[src/rtl/ysyx_23060208_rd_rr_arbiter.sv]
// rtl/ysyx_23060208_rd_rr_arbiter.sv - round-robin read arbiter with data-phase timeout
//
// Shares one AXI-lite read slave between master 0 (IFU) and master 1 (LSU).
// The grant is held from AR through R. If the data phase stalls for TIMEOUT
// cycles, the owner receives DECERR and the late slave beat is drained.
//
// Ports:
//   clk, rst          clock, asynchronous active-high reset
//   m0_* / m1_*       master-side AR (araddr/arvalid/arready) and R (rdata/rresp/rvalid/rready)
//   s_*               slave-side AR and R channels
//   err_cnt           saturating count of data-phase timeouts
module ysyx_23060208_rd_rr_arbiter #(
    parameter int ADDR_WIDTH = 32,
    parameter int DATA_WIDTH = 32,
    parameter int TIMEOUT    = 255,
    parameter int ERRCNT_W   = 8
) (
    input  logic                  clk,
    input  logic                  rst,
    input  logic [ADDR_WIDTH-1:0] m0_araddr,
    input  logic                  m0_arvalid,
    output logic                  m0_arready,
    output logic [DATA_WIDTH-1:0] m0_rdata,
    output logic [1:0]            m0_rresp,
    output logic                  m0_rvalid,
    input  logic                  m0_rready,
    input  logic [ADDR_WIDTH-1:0] m1_araddr,
    input  logic                  m1_arvalid,
    output logic                  m1_arready,
    output logic [DATA_WIDTH-1:0] m1_rdata,
    output logic [1:0]            m1_rresp,
    output logic                  m1_rvalid,
    input  logic                  m1_rready,
    output logic [ADDR_WIDTH-1:0] s_araddr,
    output logic                  s_arvalid,
    input  logic                  s_arready,
    input  logic [DATA_WIDTH-1:0] s_rdata,
    input  logic [1:0]            s_rresp,
    input  logic                  s_rvalid,
    output logic                  s_rready,
    output logic [ERRCNT_W-1:0]   err_cnt
);

    localparam int TW = $clog2(TIMEOUT + 1);

    typedef enum logic [2:0] {
        IDLE  = 3'd0,
        ADDR  = 3'd1,
        DATA  = 3'd2,
        ERR   = 3'd3,
        DRAIN = 3'd4
    } state_e;

    state_e                state_q, state_d;
    logic                  owner_q, owner_d;
    logic                  prio_q, prio_d;
    logic [TW-1:0]         tcnt_q, tcnt_d;
    logic [ERRCNT_W-1:0]   err_cnt_q, err_cnt_d;

    // Owner-selected master inputs
    logic [ADDR_WIDTH-1:0] sel_araddr;
    logic                  sel_arvalid;
    logic                  sel_rready;

    // Owner-facing outputs before routing to m0/m1
    logic                  own_arready;
    logic [DATA_WIDTH-1:0] own_rdata;
    logic [1:0]            own_rresp;
    logic                  own_rvalid;

    assign sel_araddr  = owner_q ? m1_araddr  : m0_araddr;
    assign sel_arvalid = owner_q ? m1_arvalid : m0_arvalid;
    assign sel_rready  = owner_q ? m1_rready  : m0_rready;
    assign err_cnt     = err_cnt_q;

    // Output mapping: purely a function of registered state/owner and the
    // selected inputs, so IDLE never passes a request straight through.
    always_comb begin
        own_arready = 1'b0;
        own_rdata   = '0;
        own_rresp   = 2'b00;
        own_rvalid  = 1'b0;
        s_araddr    = '0;
        s_arvalid   = 1'b0;
        s_rready    = 1'b0;
        case (state_q)
            ADDR: begin
                s_araddr    = sel_araddr;
                s_arvalid   = sel_arvalid;
                own_arready = s_arready;
            end
            DATA: begin
                own_rdata  = s_rdata;
                own_rresp  = s_rresp;
                own_rvalid = s_rvalid;
                s_rready   = sel_rready;
            end
            ERR: begin
                own_rvalid = 1'b1;
                own_rresp  = 2'b11;
            end
            DRAIN: begin
                // Swallow the late beat; nothing reaches either master.
                s_rready = 1'b1;
            end
            default: ;
        endcase

        m0_arready = ~owner_q & own_arready;
        m0_rvalid  = ~owner_q & own_rvalid;
        m0_rdata   = owner_q ? '0 : own_rdata;
        m0_rresp   = owner_q ? 2'b00 : own_rresp;
        m1_arready = owner_q & own_arready;
        m1_rvalid  = owner_q & own_rvalid;
        m1_rdata   = owner_q ? own_rdata : '0;
        m1_rresp   = owner_q ? own_rresp : 2'b00;
    end

    always_comb begin
        state_d   = state_q;
        owner_d   = owner_q;
        prio_d    = prio_q;
        tcnt_d    = tcnt_q;
        err_cnt_d = err_cnt_q;
        case (state_q)
            IDLE: begin
                if (m0_arvalid || m1_arvalid) begin
                    owner_d = (m0_arvalid && m1_arvalid) ? prio_q : m1_arvalid;
                    state_d = ADDR;
                end
            end
            ADDR: begin
                if (sel_arvalid && s_arready) begin
                    state_d = DATA;
                    tcnt_d  = '0;
                end
            end
            DATA: begin
                // A beat on the threshold cycle wins over the timeout.
                if (s_rvalid && sel_rready) begin
                    state_d = IDLE;
                    prio_d  = ~owner_q;
                end else if (!s_rvalid) begin
                    if (tcnt_q == TW'(TIMEOUT - 1)) begin
                        state_d = ERR;
                        if (err_cnt_q != '1) begin
                            err_cnt_d = err_cnt_q + ERRCNT_W'(1);
                        end
                    end else begin
                        tcnt_d = tcnt_q + TW'(1);
                    end
                end
            end
            ERR: begin
                if (sel_rready) begin
                    state_d = DRAIN;
                    prio_d  = ~owner_q;
                end
            end
            DRAIN: begin
                if (s_rvalid) begin
                    state_d = IDLE;
                end
            end
            default: state_d = IDLE;
        endcase
    end

    always_ff @(posedge clk or posedge rst) begin
        if (rst) begin
            state_q   <= IDLE;
            owner_q   <= 1'b0;
            prio_q    <= 1'b0;
            tcnt_q    <= '0;
            err_cnt_q <= '0;
        end else begin
            state_q   <= state_d;
            owner_q   <= owner_d;
            prio_q    <= prio_d;
            tcnt_q    <= tcnt_d;
            err_cnt_q <= err_cnt_d;
        end
    end

endmodule

[config.mk]
export PLATFORM = sky130hd
export DESIGN_NAME = ysyx_23060208_rd_rr_arbiter
export DESIGN_NICKNAME = d
export VERILOG_FILES = /design/src/rtl/ysyx_23060208_rd_rr_arbiter.sv
export SDC_FILE = /design/constraint.sdc
export NUM_CORES = 1
export LEC_CHECK = 0
export CAP_MARGIN = 20
export CORE_ASPECT_RATIO = 1.4
export CORE_MARGIN = 1.5
export CORE_UTILIZATION = 33
export CTS_BUF_LIST = sky130_fd_sc_hd__clkbuf_8 sky130_fd_sc_hd__clkbuf_16
export DETAILED_ROUTE_END_ITERATION = 12
export PLACE_DENSITY = 0.94
export SYNTH_ARGS = -nofsm -noshare
export SYNTH_HDL_FRONTEND = slang
export SYNTH_SLANG_ARGS = --single-unit
[constraint.sdc]
create_clock -name clk -period 5.4 [get_ports clk]
set_input_delay 0.54 -clock clk [delete_from_list [all_inputs] [get_ports clk]]
set_output_delay 0.54 -clock clk [all_outputs]
set_load 0.1 [all_outputs]
==> metrics.txt, run 1 <==
# TYPE chip_impl_metric gauge
chip_impl_info{name="status",value="finished, final reports clean"} 1
chip_impl_metric{name="cp_data_required_time",unit="ns"} 4.86
chip_impl_metric{name="largest_net_degree_at_the_start_of_global_routing",unit=""} 72
chip_impl_info{name="cpLargestDelayFamily",value="buffers and inverters"} 1
chip_impl_info{name="clock_tree.root_cell",value="sky130_fd_sc_hd__clkbuf_8"} 1
chip_impl_metric{name="drt-pass1-iter-count",unit=""} 4
chip_impl_metric{name="cts.reportedPaths.clkPinSlew",unit="ns"} 0.08
chip_impl_metric{name="final_nets",unit=""} 601
chip_impl_info{name="critPathKind",value="register to primary output"} 1
chip_impl_metric{name="swShare",unit="%"} 69.31
chip_impl_metric{name="power.static_leakage",unit="nW"} 2.066
chip_impl_metric{name="pwr-share-comb",unit="%"} 87.2
chip_impl_metric{name="maximum_level_of_the_cts_h_tree",unit=""} 1
chip_impl_metric{name="cts_num_sinks",unit=""} 21
chip_impl_metric{name="post_syn_area",unit="sq um"} 2277
chip_impl_info{name="cts_tree",value="done"} 1
chip_impl_metric{name="synthArstFlopShare",unit="%"} 100.0
chip_impl_info{name="worstHoldStart",value="tcnt_q[7]"} 1
chip_impl_metric{name="critical_path.max_fanout",unit=""} 51
chip_impl_metric{name="io_buffers",unit=""} 219
chip_impl_metric{name="p_int",unit="uW"} 796.7
chip_impl_metric{name="fp.dieArea",unit="sq um"} 7415
chip_impl_metric{name="power.density",unit="nW/um^2"} 568.1
chip_impl_info{name="min_to",value="tcnt_q[7]"} 1
chip_impl_metric{name="power.share.sequential",unit="%"} 8.6
chip_impl_info{name="crit_path_end_kind",value="primary output"} 1
chip_impl_info{name="critical_path.cell_chain",value="nor3b_4 -> buf_4 -> and3_1 -> clkdlybuf4s50_1"} 1
chip_impl_metric{name="drt-total-wl",unit="mm"} 10.76
chip_impl_info{name="synth_largest_area_cell",value="sky130_fd_sc_hd__dfrtp_1"} 1
chip_impl_metric{name="timing.final.max_slew_violations",unit=""} 0
chip_impl_metric{name="number_of_endpoints_with_negative_hold_slack_in_the_final_report",unit=""} 0
chip_impl_metric{name="drt-wirelength-per-cell",unit="microns"} 18.45
chip_impl_info{name="worstReg2RegStart",value="owner_q"} 1
chip_impl_metric{name="cts_setup_buffers",unit=""} 0
chip_impl_metric{name="setup_viol",unit=""} 0
chip_impl_metric{name="count_of_flip_flops_with_a_built_in_enable_after_synthesis",unit=""} 0
chip_impl_metric{name="numCtsBuffers",unit=""} 3
chip_impl_metric{name="detailedPlacementHpwl",unit="mm"} 8.911
chip_impl_info{name="synth-main-ff-cell",value="sky130_fd_sc_hd__dfrtp_1"} 1
chip_impl_metric{name="ctsLongestPathBuffers",unit=""} 2
chip_impl_metric{name="vias",unit=""} 3043
chip_impl_metric{name="min_path_cells",unit=""} 1
chip_impl_metric{name="number_of_warning_messages_in_the_yosys_log",unit=""} 0
chip_impl_metric{name="synth_top_area_share",unit="%"} 23.08
chip_impl_metric{name="syn_nets",unit=""} 400
chip_impl_metric{name="max_cap_violations",unit=""} 0
chip_impl_info{name="rsz0062_at_grt",value="false"} 1
chip_impl_metric{name="hold_ws",unit="ns"} 0.5120
chip_impl_metric{name="die-height",unit="microns"} 101.3
chip_impl_metric{name="final_core_utilization",unit="%"} 69.10
chip_impl_metric{name="finalWorstPathRequiredPeriod",unit="ns"} 3.866
chip_impl_metric{name="max_fclk",unit="MHz"} 258.7
chip_impl_metric{name="grtUsageTotal",unit="%"} 27.02
chip_impl_metric{name="min_period_over_period",unit="%"} 71.59
chip_impl_metric{name="route.antenna.remaining_nets",unit=""} 0
chip_impl_info{name="r2r_end",value="state_q[0]"} 1
chip_impl_metric{name="finalClockSkew",unit="ns"} 0.005750
chip_impl_metric{name="cp.arrival",unit="ns"} 3.33
chip_impl_metric{name="power_frac_clock",unit="%"} 4.1
chip_impl_metric{name="drc",unit=""} 0
chip_impl_info{name="synthTopCellsByArea",value="sky130_fd_sc_hd__dfrtp_1 23%, sky130_fd_sc_hd__and3_1 19%, sky130_fd_sc_hd__mux2i_1 15%"} 1
chip_impl_metric{name="io_pins",unit=""} 220
chip_impl_metric{name="first_global_vias",unit=""} 2841
chip_impl_metric{name="layout.filler_cells",unit=""} 509
chip_impl_metric{name="gpl.final_weighted_congestion",unit=""} 0.9368
chip_impl_metric{name="first_iter_violations",unit=""} 402
chip_impl_metric{name="worst_r2r_path_depth",unit=""} 5
chip_impl_metric{name="worst_stage_delay_on_the_critical_path",unit="ns"} 1.16
chip_impl_metric{name="post_cts_hold_buffer_count",unit=""} 0
chip_impl_metric{name="initial_utilization",unit="%"} 34.44
chip_impl_info{name="timing.critical_path.slowest_stage_cell",value="sky130_fd_sc_hd__clkdlybuf4s50_1"} 1
chip_impl_metric{name="layout-area-overhead-vs-synth",unit="%"} 100.7
chip_impl_metric{name="synth.ff_latch_count",unit=""} 21
chip_impl_metric{name="gr-total-overflow",unit=""} 0
chip_impl_info{name="worst_setup_path_start_kind",value="register"} 1
chip_impl_metric{name="wire_length_of_the_first_global_routing_pass",unit="mm"} 15.09
chip_impl_metric{name="syn_inst",unit=""} 291
chip_impl_metric{name="die_x",unit="microns"} 73.21
chip_impl_metric{name="grt_antenna_before_repair",unit=""} 0
chip_impl_metric{name="n_antenna_cell",unit=""} 0
chip_impl_metric{name="buffer_and_inverter_count_on_the_worst_path",unit=""} 2
chip_impl_metric{name="mean_post_synth_cell_area",unit="sq um"} 7.825
chip_impl_info{name="hold_path_class",value="register to register"} 1
chip_impl_metric{name="ir_worst_vdd",unit="mV"} 0.5875
chip_impl_metric{name="timing_worst_slew_pin_value",unit="ns"} 1.066
chip_impl_metric{name="resized_cells_post_cts",unit=""} 0
chip_impl_metric{name="setup.reg_to_reg.worst_slack",unit="ns"} 3.06
chip_impl_metric{name="synth.distinct_cells",unit=""} 44
chip_impl_metric{name="worst_skew_pair.late_latency",unit="ns"} 0.27
chip_impl_metric{name="worst_slew_margin_rel",unit="%"} 28.73
chip_impl_metric{name="timing.setup.tns",unit="ns"} 0
chip_impl_metric{name="via_per_inst",unit=""} 5.220
chip_impl_metric{name="synth_seq_area_share",unit="%"} 23.08
chip_impl_metric{name="fp-row-count",unit=""} 35
chip_impl_metric{name="final_layout_size_suffix_gt1_share",unit="%"} 4.684
chip_impl_metric{name="power.switching",unit="mW"} 1.799
chip_impl_metric{name="core-area",unit="sq um"} 6613
-- power groups by stage --
stage / sequential (mW) / clock, mW / combinational, mW
6_report: 0.224 / 0.107 / 2.26
4_1_cts: 0.222 / 0.109 / 2.23
3_3_place_gp: 0.221 / 0 / 2.21
5_1_grt: 0.228 / 0.117 / 2.34
2_1_floorplan: 0.199 / 0 / 1.75
3_5_place_dp: 0.226 / 0 / 2.23
-- routing by layer --
layer	global-route usage [%]	vias up	share of wire [%]
met3	8.060	12	11
met4	5.225	0	1.3
li1	-	1441	-
met5	0	-	0
met2	47.13	168	50
met1	32.64	1422	37
-- cell usage in the layout, fill, tap and decap left out, types with 2 or more instances in the layout --
| master | n |
|---|---|
| sky130_fd_sc_hd__clkdlybuf4s50_1 | 219 |
| sky130_fd_sc_hd__and3_1 | 69 |
| sky130_fd_sc_hd__nor2_1 | 44 |
| sky130_fd_sc_hd__mux2i_1 | 35 |
| sky130_fd_sc_hd__dfrtp_1 | 20 |
| sky130_fd_sc_hd__nand2_1 | 11 |
| sky130_fd_sc_hd__nand3_1 | 10 |
| sky130_fd_sc_hd__o21ai_0 | 7 |
| sky130_fd_sc_hd__xor2_1 | 6 |
| sky130_fd_sc_hd__a31oi_1 | 5 |
| sky130_fd_sc_hd__nand4_1 | 4 |
| sky130_fd_sc_hd__mux2_1 | 4 |
| sky130_fd_sc_hd__a21oi_1 | 4 |
| sky130_fd_sc_hd__inv_1 | 4 |
| sky130_fd_sc_hd__nor3_2 | 4 |
| sky130_fd_sc_hd__nor3_1 | 4 |
| sky130_fd_sc_hd__nor2b_1 | 3 |
| sky130_fd_sc_hd__ha_1 | 3 |
| sky130_fd_sc_hd__clkbuf_8 | 3 |
| sky130_fd_sc_hd__mux2_2 | 2 |
| sky130_fd_sc_hd__nor3b_1 | 2 |
| sky130_fd_sc_hd__a22oi_1 | 2 |
| sky130_fd_sc_hd__a211oi_1 | 2 |
| sky130_fd_sc_hd__nand2b_1 | 2 |
| sky130_fd_sc_hd__buf_4 | 2 |
-- worst reg2reg max path: cells and delay by family (launching register included) --
family                 cells  cell delay, ns
buffers and inverters      1            0.64
muxes                      2            0.71
and+or+nand+nor            2            0.50
DFF                        1            0.36
-- cell families after synthesis --
kind of cell / share of synthesized area, %
xor gates and xnor gates: 2.308
buffers and inverters: 5.659
adders and majority gates: 1.649
DFF: 23.08
AOI/OAI and AO/OA: 8.461
muxes: 19.01
and+or+nand+nor: 39.84
-- through the flow --
step | cell area [sq um] | setup slack [ns] | instances | total power, mW
finish | 4569 | 1.534 | 583 | 2.596
detailed placement | 4493 | 1.882 | 578 | 2.456
global placement | 4493 | 1.945 | 578 | 2.434
CTS | 4542 | 1.581 | 582 | 2.564
global route | 4569 | 1.392 | 583 | 2.686
floorplan | 2277 | 2.364 | 291 | 1.952
-- synth_stat cells (4+ instances only) --
library cell	number
sky130_fd_sc_hd__inv_1	4
sky130_fd_sc_hd__nor3_2	4
sky130_fd_sc_hd__mux2_1	4
sky130_fd_sc_hd__buf_2	4
sky130_fd_sc_hd__nor3_1	4
sky130_fd_sc_hd__xor2_1	6
sky130_fd_sc_hd__and3_1	69
sky130_fd_sc_hd__mux2i_1	35
sky130_fd_sc_hd__dfrtp_1	21
sky130_fd_sc_hd__o21ai_0	7
sky130_fd_sc_hd__clkbuf_1	17
sky130_fd_sc_hd__nand2_1	11
sky130_fd_sc_hd__a31oi_1	5
sky130_fd_sc_hd__nand3_1	10
sky130_fd_sc_hd__nand4_1	4
sky130_fd_sc_hd__a21oi_1	4
sky130_fd_sc_hd__nor2_1	44
-- cell type report --
class,instances,area (sq um),share of cell area [%]
Inverter,4,15.01,0.3286
Multi-Input combinational cell,240,1629,35.65
Timing Repair Buffer,222,2235,48.90
Tap cell,92,115.1,2.519
Clock inverter,1,7.507,0.1643
Clock buffer,3,41.29,0.9036
Sequential cell,21,526.8,11.53
-- worst max path at each step --
stage	slack [ns]	to	cells after the start	start
6_report	1.53	m0_rdata[10]	4	state_q[0]
5_1_grt	1.39	m0_rdata[0]	4	state_q[0]
4_1_cts	1.58	s_araddr[12]	3	state_q[0]
3_5_place_dp	1.88	s_araddr[12]	3	state_q[0]
3_3_place_gp	1.95	s_araddr[29]	3	state_q[0]
2_1_floorplan	2.36	s_araddr[10]	5	state_q[2]
-- registers in the layout, indices dropped and copies added, names as in the netlist --
signal,flops
owner_q,1
prio_q,1
err_cnt,8
state_q,3
tcnt_q,8
Note: power is estimated with default switching activity, not from simulation.
==> run 2: changes to the inputs <==
- CORE_UTILIZATION: 33 -> 31
- PLACE_DENSITY: 0.94 -> 0.89
- clock period: 5.4 -> 3.7 ns (I/O delays scaled with it)
==> run 2 against run 1 <==
Sequential share of layout area grew 0.76 points. Via count shrank 1.2%. Combinational power grew 39%. Final area shrank 6.2%. Power grew 41%. Clock skew shrank 0.0027 ns. Non-clock buffer count is the same. Die area grew 6.2%. Setup slack lost 0.70 ns.
==> metrics.txt, run 2 (synthesis results as in run 1) <==
# TYPE chip_impl_metric gauge
chip_impl_metric{name="wire_length_of_the_first_global_routing_pass",unit="mm"} 15.47
chip_impl_metric{name="post_cts_hold_buffer_count",unit=""} 0
chip_impl_info{name="timing.critical_path.slowest_stage_cell",value="sky130_fd_sc_hd__or3b_1"} 1
chip_impl_info{name="worstReg2RegStart",value="state_q[0]"} 1
chip_impl_info{name="critical_path.cell_chain",value="or3b_1 -> nor2_1 -> buf_4"} 1
chip_impl_metric{name="fp-row-count",unit=""} 36
chip_impl_metric{name="vias",unit=""} 3007
chip_impl_metric{name="ctsLongestPathBuffers",unit=""} 2
chip_impl_metric{name="die_x",unit="microns"} 75.44
chip_impl_metric{name="route.antenna.remaining_nets",unit=""} 0
chip_impl_metric{name="area_of_combinational_cells_with_multiple_inputs",unit="sq um"} 1629
chip_impl_metric{name="first_iter_violations",unit=""} 225
chip_impl_metric{name="grt_antenna_before_repair",unit=""} 1
chip_impl_metric{name="number_of_endpoints_with_negative_hold_slack_in_the_final_report",unit=""} 0
chip_impl_metric{name="fin_ws",unit="ns"} 0.8393
chip_impl_metric{name="timing_worst_slew_pin_value",unit="ns"} 0.9727
chip_impl_metric{name="drt-pass1-iter-count",unit=""} 5
chip_impl_metric{name="fp.dieArea",unit="sq um"} 7876
chip_impl_metric{name="cts_num_sinks",unit=""} 21
chip_impl_metric{name="io_pins",unit=""} 220
chip_impl_metric{name="first_global_vias",unit=""} 2939
chip_impl_metric{name="setup_viol",unit=""} 0
chip_impl_metric{name="min_period_over_period",unit="%"} 77.32
chip_impl_metric{name="resized_cells_post_cts",unit=""} 0
chip_impl_metric{name="hold_ws",unit="ns"} 0.5159
chip_impl_metric{name="die-height",unit="microns"} 104.4
chip_impl_metric{name="sum_of_internal_switching_and_leakage_power",unit="mW"} 3.658
chip_impl_metric{name="cp.arrival",unit="ns"} 2.49
chip_impl_metric{name="dpl_worst_slack",unit="ns"} 1.170
chip_impl_metric{name="max_cap_violations",unit=""} 0
chip_impl_info{name="mostFrequentLayoutCell",value="sky130_fd_sc_hd__clkdlybuf4s50_1"} 1
chip_impl_metric{name="final_layout_size_suffix_gt1_share",unit="%"} 26.07
chip_impl_metric{name="largest_net_degree_at_the_start_of_global_routing",unit=""} 44
chip_impl_metric{name="timing.final.max_slew_violations",unit=""} 0
chip_impl_metric{name="power.static_leakage",unit="nW"} 2.265
chip_impl_metric{name="layout.filler_cells",unit=""} 635
chip_impl_info{name="status",value="finished, final reports clean"} 1
chip_impl_info{name="worstHoldStart",value="tcnt_q[6]"} 1
chip_impl_metric{name="timing.setup.tns",unit="ns"} 0
chip_impl_metric{name="gpl.final_weighted_congestion",unit=""} 0.9144
chip_impl_info{name="critical_path.startpoint",value="state_q[0]"} 1
chip_impl_metric{name="cts.reportedPaths.clkPinSlew",unit="ns"} 0.08
chip_impl_metric{name="initial_utilization",unit="%"} 32.41
chip_impl_metric{name="ir_worst_vdd",unit="mV"} 1.191
chip_impl_metric{name="via_per_inst",unit=""} 5.123
chip_impl_metric{name="finalWorstPathRequiredPeriod",unit="ns"} 2.861
chip_impl_metric{name="drc",unit=""} 0
chip_impl_info{name="hold_path_class",value="register to register"} 1
chip_impl_info{name="cts_tree",value="done"} 1
chip_impl_metric{name="cp_data_required_time",unit="ns"} 3.33
chip_impl_metric{name="drt-wirelength-per-cell",unit="microns"} 17.79
chip_impl_metric{name="numCtsBuffers",unit=""} 3
chip_impl_metric{name="power.density",unit="nW/um^2"} 853.3
chip_impl_metric{name="cts_setup_buffers",unit=""} 0
chip_impl_metric{name="gr-total-overflow",unit=""} 0
chip_impl_metric{name="min_path_cells",unit=""} 1
chip_impl_info{name="clock_tree.root_cell",value="sky130_fd_sc_hd__clkbuf_8"} 1
chip_impl_info{name="rsz0062_at_grt",value="false"} 1
chip_impl_metric{name="worst_r2r_path_depth",unit=""} 4
chip_impl_metric{name="drt-total-wl",unit="mm"} 10.44
chip_impl_info{name="final_cell_mix",value="113 x sky130_fd_sc_hd__clkdlybuf4s50_1, 109 x sky130_fd_sc_hd__buf_4, 69 x sky130_fd_sc_hd__and3_1"} 1
chip_impl_metric{name="finalClockSkew",unit="ns"} 0.003038
chip_impl_metric{name="final_nets",unit=""} 601
chip_impl_metric{name="grtUsageTotal",unit="%"} 25.51
chip_impl_info{name="crit_path_end_kind",value="primary output"} 1
chip_impl_metric{name="worst_skew_pair.late_latency",unit="ns"} 0.26
chip_impl_metric{name="core-area",unit="sq um"} 7027
chip_impl_metric{name="max_fclk",unit="MHz"} 349.6
chip_impl_metric{name="worst_slew_margin_rel",unit="%"} 34.95
chip_impl_metric{name="final-seq-area",unit="sq um"} 526.8
chip_impl_metric{name="critical_path.max_fanout",unit=""} 33
chip_impl_metric{name="maximum_level_of_the_cts_h_tree",unit=""} 1
chip_impl_metric{name="detailedPlacementHpwl",unit="mm"} 8.673
chip_impl_info{name="critPathKind",value="register to primary output"} 1
chip_impl_metric{name="layout-area-overhead-vs-synth",unit="%"} 88.24
chip_impl_metric{name="worst_stage_delay_on_the_critical_path",unit="ns"} 0.81
chip_impl_info{name="worst_setup_path_start_kind",value="register"} 1
chip_impl_metric{name="io_buffers",unit=""} 219
[run 2: cell types whose count changed in the layout (fill, tap and decap cells not counted)]
cell,delta
sky130_fd_sc_hd__clkdlybuf4s50_1,-106
sky130_fd_sc_hd__diode_2,+1
sky130_fd_sc_hd__buf_4,+107
sky130_fd_sc_hd__clkinvlp_4,-1
sky130_fd_sc_hd__buf_16,-1
sky130_fd_sc_hd__inv_1,+1
[run 2: final timing paths]
path / slack, ns / endpoint
worst min-delay path: 0.52 / tcnt_q[6]
worst max-delay path: 0.84 / s_araddr[8]
max in group asynchronous: 2.58 / owner_q
worst max register to register: 1.41 / state_q[0]
min in group asynchronous: 0.57 / err_cnt[0]
worst min register to register: 0.52 / tcnt_q[6]
[run 2: final cells by class]
class	instances	share of cell area (%)
Clock inverter	1	0.08757
Clock buffer	3	0.9632
Sequential cell	21	12.29
Antenna cell	1	0.05838
Multi-Input combinational cell	240	38.00
Timing Repair Buffer	222	45.48
Tap cell	95	2.773
Inverter	4	0.3503
[run 2: routing by layer]
metal	GRT usage [%]	wire, microns
met1	31.20	4011
met5	0	0
met4	6.888	272
met2	43.55	5409
met3	5.814	751
[run 2: critical path, delay by kind of cell, from the launching register on]
kind	cells	cell delay, ns
simple gates	2	1.18
flops	1	0.69
buf+inv	1	0.35
[run 2: metrics by stage]
| stage | cells | util, % | cell area [sq um] |
|---|---|---|---|
| after floorplan | 291 | - | 2277 |
| after global placement | 582 | 60.33 | 4239 |
| after detailed placement | 582 | 60.33 | 4239 |
| after CTS | 586 | 60.97 | 4284 |
| after global routing | 587 | 61.00 | 4287 |
| final | 587 | 61.00 | 4287 |
[run 2: power breakdown]
group | switching (mW) | internal, mW
clock network | 0.0779 | 0.0740
logic | 2.44 | 0.701
registers | 0.103 | 0.261
total | 2.62 | 1.04
==> run 3: changes to the inputs <==
- clock period: 3.7 -> 2.95 ns (I/O delays scaled with it)
==> run 3 against run 2 <==
Sequential cell count is the same. Power grew 48%. Clock power grew 23%.
==> metrics.txt, run 3 (synthesis results as in run 1) <==
# TYPE chip_impl_metric gauge
chip_impl_metric{name="gr-total-overflow",unit=""} 0
chip_impl_info{name="status",value="finished, final reports clean"} 1
chip_impl_metric{name="cp.arrival",unit="ns"} 2.36
chip_impl_info{name="cts_tree",value="done"} 1
chip_impl_metric{name="resized_cells_post_cts",unit=""} 0
chip_impl_metric{name="initial_utilization",unit="%"} 32.41
chip_impl_metric{name="post_cts_hold_buffer_count",unit=""} 0
chip_impl_metric{name="ctsLongestPathBuffers",unit=""} 2
chip_impl_metric{name="layout-area-overhead-vs-synth",unit="%"} 132.9
chip_impl_metric{name="cp_data_required_time",unit="ns"} 2.65
chip_impl_info{name="critPathKind",value="register to primary output"} 1
chip_impl_metric{name="fp-row-count",unit=""} 36
chip_impl_info{name="worst_setup_path_start_kind",value="register"} 1
chip_impl_metric{name="numCtsBuffers",unit=""} 3
chip_impl_metric{name="placedInstanceArea",unit="sq um"} 5258
chip_impl_metric{name="first_iter_violations",unit=""} 423
chip_impl_metric{name="timing.setup.tns",unit="ns"} 0
chip_impl_info{name="rsz0062_at_grt",value="false"} 1
chip_impl_metric{name="drt-wirelength-per-cell",unit="microns"} 19.68
chip_impl_metric{name="vias",unit=""} 3126
chip_impl_metric{name="worst_skew_pair.late_latency",unit="ns"} 0.26
chip_impl_info{name="mostFrequentLayoutCell",value="sky130_fd_sc_hd__clkdlybuf4s50_1"} 1
chip_impl_metric{name="groute.layer.met1.usage",unit="%"} 30.49
chip_impl_info{name="hold_path_class",value="input port to asynchronous set/reset pin"} 1
chip_impl_metric{name="hold_ws",unit="ns"} 0.4942
chip_impl_metric{name="detailedPlacementHpwl",unit="mm"} 9.590
chip_impl_metric{name="maximum_level_of_the_cts_h_tree",unit=""} 1
chip_impl_metric{name="layout.filler_cells",unit=""} 487
chip_impl_metric{name="cts_num_sinks",unit=""} 21
chip_impl_metric{name="grt_antenna_before_repair",unit=""} 0
chip_impl_metric{name="power.density",unit="nW/um^2"} 1022
chip_impl_metric{name="timing.final.max_slew_violations",unit=""} 0
chip_impl_metric{name="global_route.usage.met2",unit="%"} 53.38
chip_impl_metric{name="final_core_utilization",unit="%"} 75.46
chip_impl_metric{name="setup_viol",unit=""} 0
chip_impl_metric{name="cts_setup_buffers",unit=""} 0
chip_impl_metric{name="io_buffers",unit=""} 219
chip_impl_metric{name="min_period_over_period",unit="%"} 89.92
chip_impl_metric{name="drc",unit=""} 0
chip_impl_metric{name="n_antenna_cell",unit=""} 0
chip_impl_metric{name="fp.dieArea",unit="sq um"} 7876
chip_impl_metric{name="max_cap_violations",unit=""} 0
chip_impl_info{name="grt_most_used_layer",value="met2"} 1
chip_impl_metric{name="final_nets",unit=""} 601
chip_impl_metric{name="finalWorstPathRequiredPeriod",unit="ns"} 2.653
chip_impl_metric{name="finalClockSkew",unit="ns"} 0.002538
chip_impl_metric{name="grtUsageTotal",unit="%"} 29.01
chip_impl_metric{name="power.static_leakage",unit="nW"} 2.529
chip_impl_metric{name="die_x",unit="microns"} 75.44
chip_impl_metric{name="largest_net_degree_at_the_start_of_global_routing",unit=""} 72
chip_impl_metric{name="via_per_inst",unit=""} 5.334
chip_impl_metric{name="max_fclk",unit="MHz"} 377.0
chip_impl_metric{name="gpl.final_weighted_congestion",unit=""} 0.8732
chip_impl_metric{name="first_global_vias",unit=""} 3184
chip_impl_info{name="clock_tree.root_cell",value="sky130_fd_sc_hd__clkbuf_8"} 1
chip_impl_metric{name="drt-pass1-iter-count",unit=""} 5
chip_impl_metric{name="route.antenna.remaining_nets",unit=""} 0
chip_impl_metric{name="core-area",unit="sq um"} 7027
chip_impl_metric{name="worst_slew_margin_rel",unit="%"} 30.35
chip_impl_metric{name="drt-total-wl",unit="mm"} 11.53
chip_impl_metric{name="groute.layer.met3.usage",unit="%"} 9.884
chip_impl_info{name="final_cell_mix",value="105 x sky130_fd_sc_hd__clkdlybuf4s50_1, 83 x sky130_fd_sc_hd__buf_12, 69 x sky130_fd_sc_hd__and3_1"} 1
chip_impl_metric{name="final_layout_size_suffix_gt1_share",unit="%"} 27.70
chip_impl_info{name="crit_path_end_kind",value="primary output"} 1
chip_impl_metric{name="timing_worst_slew_pin_value",unit="ns"} 1.045
chip_impl_metric{name="ir_worst_vdd",unit="mV"} 1.113
chip_impl_metric{name="number_of_endpoints_with_negative_hold_slack_in_the_final_report",unit=""} 0
chip_impl_metric{name="die-height",unit="microns"} 104.4
chip_impl_metric{name="io_pins",unit=""} 220
chip_impl_metric{name="wire_length_of_the_first_global_routing_pass",unit="mm"} 17.15
chip_impl_metric{name="critical_path.max_fanout",unit=""} 33
chip_impl_metric{name="cts.reportedPaths.clkPinSlew",unit="ns"} 0.07
chip_impl_metric{name="area_of_all_placed_cells_without_fillers",unit="sq um"} 5303
[run 3: cell count changes in the layout (fill, tap and decap cells not counted)]
cell	delta
sky130_fd_sc_hd__diode_2	-1
sky130_fd_sc_hd__buf_4	-75
sky130_fd_sc_hd__buf_12	+83
sky130_fd_sc_hd__clkdlybuf4s50_1	-8
[run 3: worst paths after layout]
check                           start            to  slack (ns)  cells after the start
max in group asynchronous         rst       owner_q        1.90                      2
min in group clk           err_cnt[5]    err_cnt[5]        0.51                      1
min reg2reg                err_cnt[5]    err_cnt[5]        0.51                      1
max reg2reg                state_q[2]    state_q[0]        0.72                      4
min                               rst    err_cnt[6]        0.49                      2
max                        state_q[2]  s_araddr[10]        0.30                      3
[run 3: metrics by stage]
step / worst slack [ns] / power [mW] / std cells
3_3_place_gp: 0.6835 / 5.162 / 582
4_1_cts: 0.3346 / 5.417 / 586
2_1_floorplan: 0.1586 / 3.574 / 291
5_1_grt: 0.2081 / 5.578 / 586
6_report: 0.2974 / 5.420 / 586
3_5_place_dp: 0.6207 / 5.229 / 582
[run 3: cell type report]
type / count / area [sq um] / area share (%)
Timing Repair Buffer: 222 / 2968 / 55.97
Sequential cell: 21 / 526.8 / 9.934
Clock inverter: 1 / 3.754 / 0.07079
Clock buffer: 3 / 41.29 / 0.7787
Tap cell: 95 / 118.9 / 2.242
Inverter: 4 / 15.01 / 0.2832
Multi-Input combinational cell: 240 / 1629 / 30.72
[run 3: where the power goes]
| part | leakage (nW) | internal (mW) | switching (mW) |
|---|---|---|---|
| Sequential | 0.284 | 0.329 | 0.0650 |
| Combinational | 2.22 | 1.53 | 3.31 |
| Clock | 0.0269 | 0.0929 | 0.0944 |
[run 3: critical path, stage by stage (launching register included)]
cell and delay [ns]:
sky130_fd_sc_hd__dfrtp_1 0.53, sky130_fd_sc_hd__or3b_1 0.86, sky130_fd_sc_hd__nor2_1 0.47, sky130_fd_sc_hd__buf_12 0.23
[run 3: per-layer routing]
layer  share of wire [%]  routed length, microns
met1                  33                    3763
met3                  10                    1196
met5                   0                       0
met2                  55                    6360
met4                 1.8                     209
